[config.mk]
export PLATFORM = sky130hd
export DESIGN_NAME = seq_detector_param_flat
export DESIGN_NICKNAME = d
export VERILOG_FILES = /design/src/rtl/seq_detector_param_if.sv /design/src/rtl/seq_detector_param.sv /design/src/flat_wrapper.sv
export SDC_FILE = /design/constraint.sdc
export NUM_CORES = 1
export LEC_CHECK = 0
export ABC_AREA = 1
export CAP_MARGIN = 10
export CORE_ASPECT_RATIO = 1.75
export CORE_UTILIZATION = 35
export DETAILED_ROUTE_END_ITERATION = 8
export GPL_TIMING_DRIVEN = 0
export PLACE_DENSITY = 0.67
export SLEW_MARGIN = 10
export SYNTH_ARGS = -nofsm -noshare
export SYNTH_HDL_FRONTEND = slang
export SYNTH_SLANG_ARGS = --single-unit
[constraint.sdc]
create_clock -name clk -period 3.74 [get_ports clk]
set_clock_uncertainty 0.05 [all_clocks]
set_input_delay 1.122 -clock clk [delete_from_list [all_inputs] [get_ports clk]]
set_output_delay 1.122 -clock clk [all_outputs]
set_load 0.01 [all_outputs]
[src/rtl/seq_detector_param_if.sv]
// Serial-stream, configuration and result signals of the pattern detector.
// The master drives the stream and configuration; the slave is the detector.
interface seq_detector_param_if #(
  parameter int MAX_W = 8,
  parameter int CNT_W = 16
);
  localparam int LW = $clog2(MAX_W + 1);

  logic             in_valid;
  logic             in;
  logic             cfg_load;
  logic [LW-1:0]    cfg_len;
  logic [MAX_W-1:0] cfg_pattern;
  logic             cfg_overlap;
  logic             count_clr;
  logic             out;
  logic [CNT_W-1:0] match_count;

  modport master (
    output in_valid, in, cfg_load, cfg_len, cfg_pattern, cfg_overlap, count_clr,
    input  out, match_count
  );

  modport slave (
    input  in_valid, in, cfg_load, cfg_len, cfg_pattern, cfg_overlap, count_clr,
    output out, match_count
  );
endinterface

[src/rtl/seq_detector_param.sv]
// Runtime-programmable serial pattern detector with a saturating match counter.
//   state | meaning
//   FILL  | fewer than len bits accepted since the last clear
//   ARMED | len bits held; every accepted bit is a match candidate
module seq_detector_param #(
  parameter int               MAX_W           = 8,
  parameter int               CNT_W           = 16,
  parameter int               DEFAULT_LEN     = 2,
  parameter logic [MAX_W-1:0] DEFAULT_PATTERN = MAX_W'(3),
  parameter bit               DEFAULT_OVERLAP = 1'b1
) (
  input logic clk,
  input logic rst,
  seq_detector_param_if.slave bus
);
  localparam int LW = $clog2(MAX_W + 1);

  typedef enum logic {FILL, ARMED} state_t;

  state_t           state_q, state_d;
  logic [LW-1:0]    len_q, len_load;
  logic [MAX_W-1:0] pattern_q;
  logic             overlap_q;
  logic [MAX_W-1:0] hist_q, hist_d, hist_shift, len_mask;
  logic [LW-1:0]    fill_q, fill_d, fill_inc;
  logic             out_q, out_d;
  logic [CNT_W-1:0] cnt_q, cnt_d;
  logic             accept, match;

  always_comb begin
    accept     = bus.in_valid & ~bus.cfg_load;
    hist_shift = {hist_q[MAX_W-2:0], bus.in};
    fill_inc   = (fill_q < len_q) ? fill_q + 1'b1 : fill_q;
    len_mask   = ~({MAX_W{1'b1}} << len_q);
    match      = accept && (((hist_shift ^ pattern_q) & len_mask) == '0)
                 && (fill_inc == len_q);
  end

  always_comb begin
    len_load = bus.cfg_len;
    if (bus.cfg_len == '0)
      len_load = LW'(1);
    else if (bus.cfg_len > LW'(MAX_W))
      len_load = LW'(MAX_W);
  end

  always_comb begin
    state_d = state_q;
    hist_d  = hist_q;
    fill_d  = fill_q;
    out_d   = 1'b0;
    if (bus.cfg_load) begin
      state_d = FILL;
      hist_d  = '0;
      fill_d  = '0;
    end else if (accept) begin
      hist_d = hist_shift;
      fill_d = fill_inc;
      out_d  = match;
      // Non-overlapping mode restarts the window after every hit.
      if (match && !overlap_q) begin
        state_d = FILL;
        fill_d  = '0;
      end else if (fill_inc == len_q) begin
        state_d = ARMED;
      end else begin
        state_d = FILL;
      end
    end
  end

  always_comb begin
    cnt_d = cnt_q;
    if (bus.count_clr)
      cnt_d = match ? CNT_W'(1) : '0;
    else if (match && (cnt_q != '1))
      cnt_d = cnt_q + 1'b1;
  end

  always_ff @(posedge clk or negedge rst) begin
    if (!rst) begin
      state_q   <= FILL;
      len_q     <= LW'(DEFAULT_LEN);
      pattern_q <= DEFAULT_PATTERN;
      overlap_q <= DEFAULT_OVERLAP;
      hist_q    <= '0;
      fill_q    <= '0;
      out_q     <= 1'b0;
      cnt_q     <= '0;
    end else begin
      state_q <= state_d;
      hist_q  <= hist_d;
      fill_q  <= fill_d;
      out_q   <= out_d;
      cnt_q   <= cnt_d;
      if (bus.cfg_load) begin
        len_q     <= len_load;
        pattern_q <= bus.cfg_pattern;
        overlap_q <= bus.cfg_overlap;
      end
    end
  end

  assign bus.out         = out_q;
  assign bus.match_count = cnt_q;
endmodule

[src/flat_wrapper.sv]
// flat-port wrapper written by rule: the top's interface ports become plain ports
module seq_detector_param_flat 
#(
  parameter int               MAX_W           = 8,
  parameter int               CNT_W           = 16,
  parameter int               DEFAULT_LEN     = 2,
  parameter logic [MAX_W-1:0] DEFAULT_PATTERN = MAX_W'(3),
  parameter bit               DEFAULT_OVERLAP = 1'b1
)
  (clk, rst, bus_in_valid, bus_in, bus_cfg_load, bus_cfg_len, bus_cfg_pattern, bus_cfg_overlap, bus_count_clr, bus_out, bus_match_count);
  seq_detector_param_if #(.MAX_W(MAX_W), .CNT_W(CNT_W)) bus_i ();
  input logic clk;
  input logic rst;
  input wire logic [$bits(bus_i.in_valid)-1:0] bus_in_valid;
  input wire logic [$bits(bus_i.in)-1:0] bus_in;
  input wire logic [$bits(bus_i.cfg_load)-1:0] bus_cfg_load;
  input wire logic [$bits(bus_i.cfg_len)-1:0] bus_cfg_len;
  input wire logic [$bits(bus_i.cfg_pattern)-1:0] bus_cfg_pattern;
  input wire logic [$bits(bus_i.cfg_overlap)-1:0] bus_cfg_overlap;
  input wire logic [$bits(bus_i.count_clr)-1:0] bus_count_clr;
  output wire logic [$bits(bus_i.out)-1:0] bus_out;
  output wire logic [$bits(bus_i.match_count)-1:0] bus_match_count;
  assign bus_i.in_valid = bus_in_valid;
  assign bus_i.in = bus_in;
  assign bus_i.cfg_load = bus_cfg_load;
  assign bus_i.cfg_len = bus_cfg_len;
  assign bus_i.cfg_pattern = bus_cfg_pattern;
  assign bus_i.cfg_overlap = bus_cfg_overlap;
  assign bus_i.count_clr = bus_count_clr;
  assign bus_out = bus_i.out;
  assign bus_match_count = bus_i.match_count;
  seq_detector_param #(.MAX_W(MAX_W), .CNT_W(CNT_W), .DEFAULT_LEN(DEFAULT_LEN), .DEFAULT_PATTERN(DEFAULT_PATTERN), .DEFAULT_OVERLAP(DEFAULT_OVERLAP)) u_core (.clk(clk), .rst(rst), .bus(bus_i));
endmodule
==> run_results.csv <==
group,metric,value,unit
yosys,synth_top_cell_by_area,"dfrtp_1",
critical_path,rrSetupSlack,1.19,ns
clock_tree,h-tree-depth,2,
run_status,status,"finished clean",
critical_path,crit_path_start_kind,"primary input",
worst_hold_path,worstHoldEndpoint,"u_core.overlap_q",
clock_tree,cts_buffers,5,
floorplan,coreArea,7180,um2
routing,dr.pass1.iters,4,
yosys,yosys-top-cells-count,"nand2_1 (123), nand3_1 (43), inv_1 (40)",
floorplan,die_h,115,um
critical_path,reg2reg_depth,14,
place,dpl.hpwl,4890,um
layout,layout-drive-gt1-share,0.0970,
yosys,synth_area_per_cell,7.19,um2
power_and_ir_drop,max-vdd-ir-drop,0.201,mV
sta,setup_violations,0,
layout,layout.nets,425,
clock_tree,clk_pin_slew,0.06,ns
routing,dr_total_vias,2481,
yosys,ys_ff_latch,41,
yosys,yosysSeqAreaShare,0.401,
critical_path,crit_type,"in -> reg",
floorplan,dieArea,7710,um2
layout,antenna_cells,0,
layout,final_util,0.447,
clock_tree,cts_tree,"yes",
yosys,ys.flop_type,"dfrtp_1",
grt,grt_antenna_before_repair,0,
routing,wl_per_cell,12.8,um
critical_path,required,3.86,ns
sta,slew_headroom,0.657,
power_and_ir_drop,p_per_area,368,nW/um2
place,place_area,3050,um2
critical_path,r2r_start,"u_core.len_q[3]",
floorplan,io_pins,36,
critical_path,reg2reg_to,"u_core.bus.match_count[11]",
grt,grt_pass1_wl,10800,um
floorplan,std_cell_rows,41,
yosys,post-synth-top-count-cell,"nand2_1",
sta,fin_crit,3.13,ns
sta,worst_slew_pin_slew,0.514,ns
routing,drc_errors,0,
sta,hold_slack,0.438,ns
sta,hold_violations,0,
layout,final_area,3210,um2
power_and_ir_drop,power,1180,uW
place,gp_congestion,0.890,
power_and_ir_drop,power.leakage,0.00154,uW
yosys,syn_nets,382,
grt,grt-ovfl-total,0,
yosys,synth_area_leaders,"dfrtp_1 (36%), nand2_1 (18%), nand3_1 (8.4%)",
critical_path,crit_fanout,10,
sta,setup_tns,0,ns
yosys,synth_area,2570,um2
yosys,synth.distinct_cells,37,
grt,grt_pass1_vias,2436,
layout,area_delta_synth_final,24.7,%
flow_run,drv_cap,0,
routing,routed_wirelength,6250,um
clock_tree,root_buffer,"clkbuf_16",
clock_tree,cts_setup_buffers,0,
yosys,synth_edf_count,0,
routing,drtAntennaViolNets,0,
critical_path,setup.worst_path.start,"bus_cfg_load",
sta,fmax,319,MHz
place,numPortBuffers,35,
routing,initialDrtViolationCount,144,
yosys,yosys.area.top_type_share,0.360,
sta,finalCritPeriodShare,0.838,
yosys,async_reset_ff_frac,1.00,
sta,rsz0062_at_grt,"false",
clock_tree,clock_path_buffers,2,
floorplan,chipWidth,66.8,um
yosys,syn_inst,358,
worst_hold_path,hp-start,"u_core.overlap_q",
worst_hold_path,whs_path_depth,2,
critical_path,crit_arrival,3.25,ns
critical_path,critPathCaptureType,"flop",
floorplan,start_util,0.358,
sta,drv_slew,0,
routing,viasPerCell,5.08,
clock_tree,postCtsHoldBufs,0,
grt,track_usage,0.183,
clock_tree,ctsResizeCount,0,
clock_tree,insertion_delay,0.28,ns
yosys,yosys_warnings,0,
grt,grt_max_degree,33,
worst_hold_path,hold_class,"reg -> reg",
clock_tree,clock_sinks,41,
[flip-flops by register name, indices dropped and copies added, names as in the netlist]
name                    flops
u_core.pattern_q            8
u_core.fill_q               4
u_core.overlap_q            1
u_core.bus.out              1
u_core.len_q                4
u_core.bus.match_count     16
u_core.hist_q               7
[through the flow]
step,cells,worst slack (ns)
after floorplan,358,1.23
after global placement,479,0.308
final,488,0.607
after global routing,488,0.428
after CTS,488,0.609
after detailed placement,480,0.318
[worst max-delay path, cell delays in order]
cell and delay, ns:
clkdlybuf4s50_1 0.51, nor2_1 0.32, clkinv_1 0.35, nor2_1 0.18
nand2_1 0.10, nor2_4 0.12, nand4_4 0.16, buf_4 0.23
nand3_1 0.08, nand2_1 0.06
[worst max path at each step]
stage / endpoint / slack (ns) / cells past startpoint
global placement: u_core.bus.match_count[6] / 0.31 / 10
detailed placement: u_core.bus.match_count[11] / 0.32 / 10
floorplan: u_core.bus.match_count[6] / 1.23 / 10
global route: u_core.bus.match_count[6] / 0.43 / 10
finish: u_core.bus.match_count[11] / 0.61 / 10
CTS: u_core.bus.match_count[11] / 0.61 / 10
[cells by family after synthesis]
logic type | after synthesis | synth area share
AOI/OAI and AO/OA | 28 | 0.0661
xor gates and xnor gates | 7 | 0.0238
adders and majority gates | 5 | 0.0243
buffers and inverters | 50 | 0.0773
DFF | 41 | 0.401
and+or+nand+nor | 227 | 0.408
[placed cells by master (no fill, tap or decap), types with 2 or more instances in the layout]
master           instances
ha_1                     5
nand2_1                123
o22ai_1                 11
clkbuf_16                5
dfrtp_1                 37
inv_1                   40
dfstp_2                  4
clkdlybuf4s50_1         34
nand4_1                  6
nand3_1                 43
clkbuf_1                 5
o21ai_0                 11
inv_2                    2
nor3b_1                  3
nand2_4                  3
nor2_2                   4
nand2_2                  6
nor2_1                  27
xor2_1                   6
nor3_1                   2
a21oi_1                  3
[report_power, final]
part / switching [uW] / internal, uW / leakage, uW
Combinational: 134 / 77.8 / 0.000920
Clock: 168 / 314 / 0.0000808
Sequential: 21.1 / 466 / 0.000539
[final cells by class]
class | count | area [um2]
Fill cell | 757 | 3970
Buffer | 7 | 37.5
Sequential cell | 41 | 1030
Timing Repair Buffer | 36 | 365
Multi-Input combinational cell | 267 | 1340
Inverter | 43 | 161
Clock inverter | 2 | 35.0
Clock buffer | 6 | 129
Tap cell | 86 | 108
[metal layers]
metal | part of all wire | vias to the layer above | track usage
li1 | - | 1232 | -
met1 | 0.38 | 1179 | 0.184
met2 | 0.57 | 57 | 0.360
met3 | 0.030 | 13 | 0.0266
met4 | 0.022 | 0 | 0.0738
met5 | 0 | - | 0
Power figures use the tool's default switching activity.
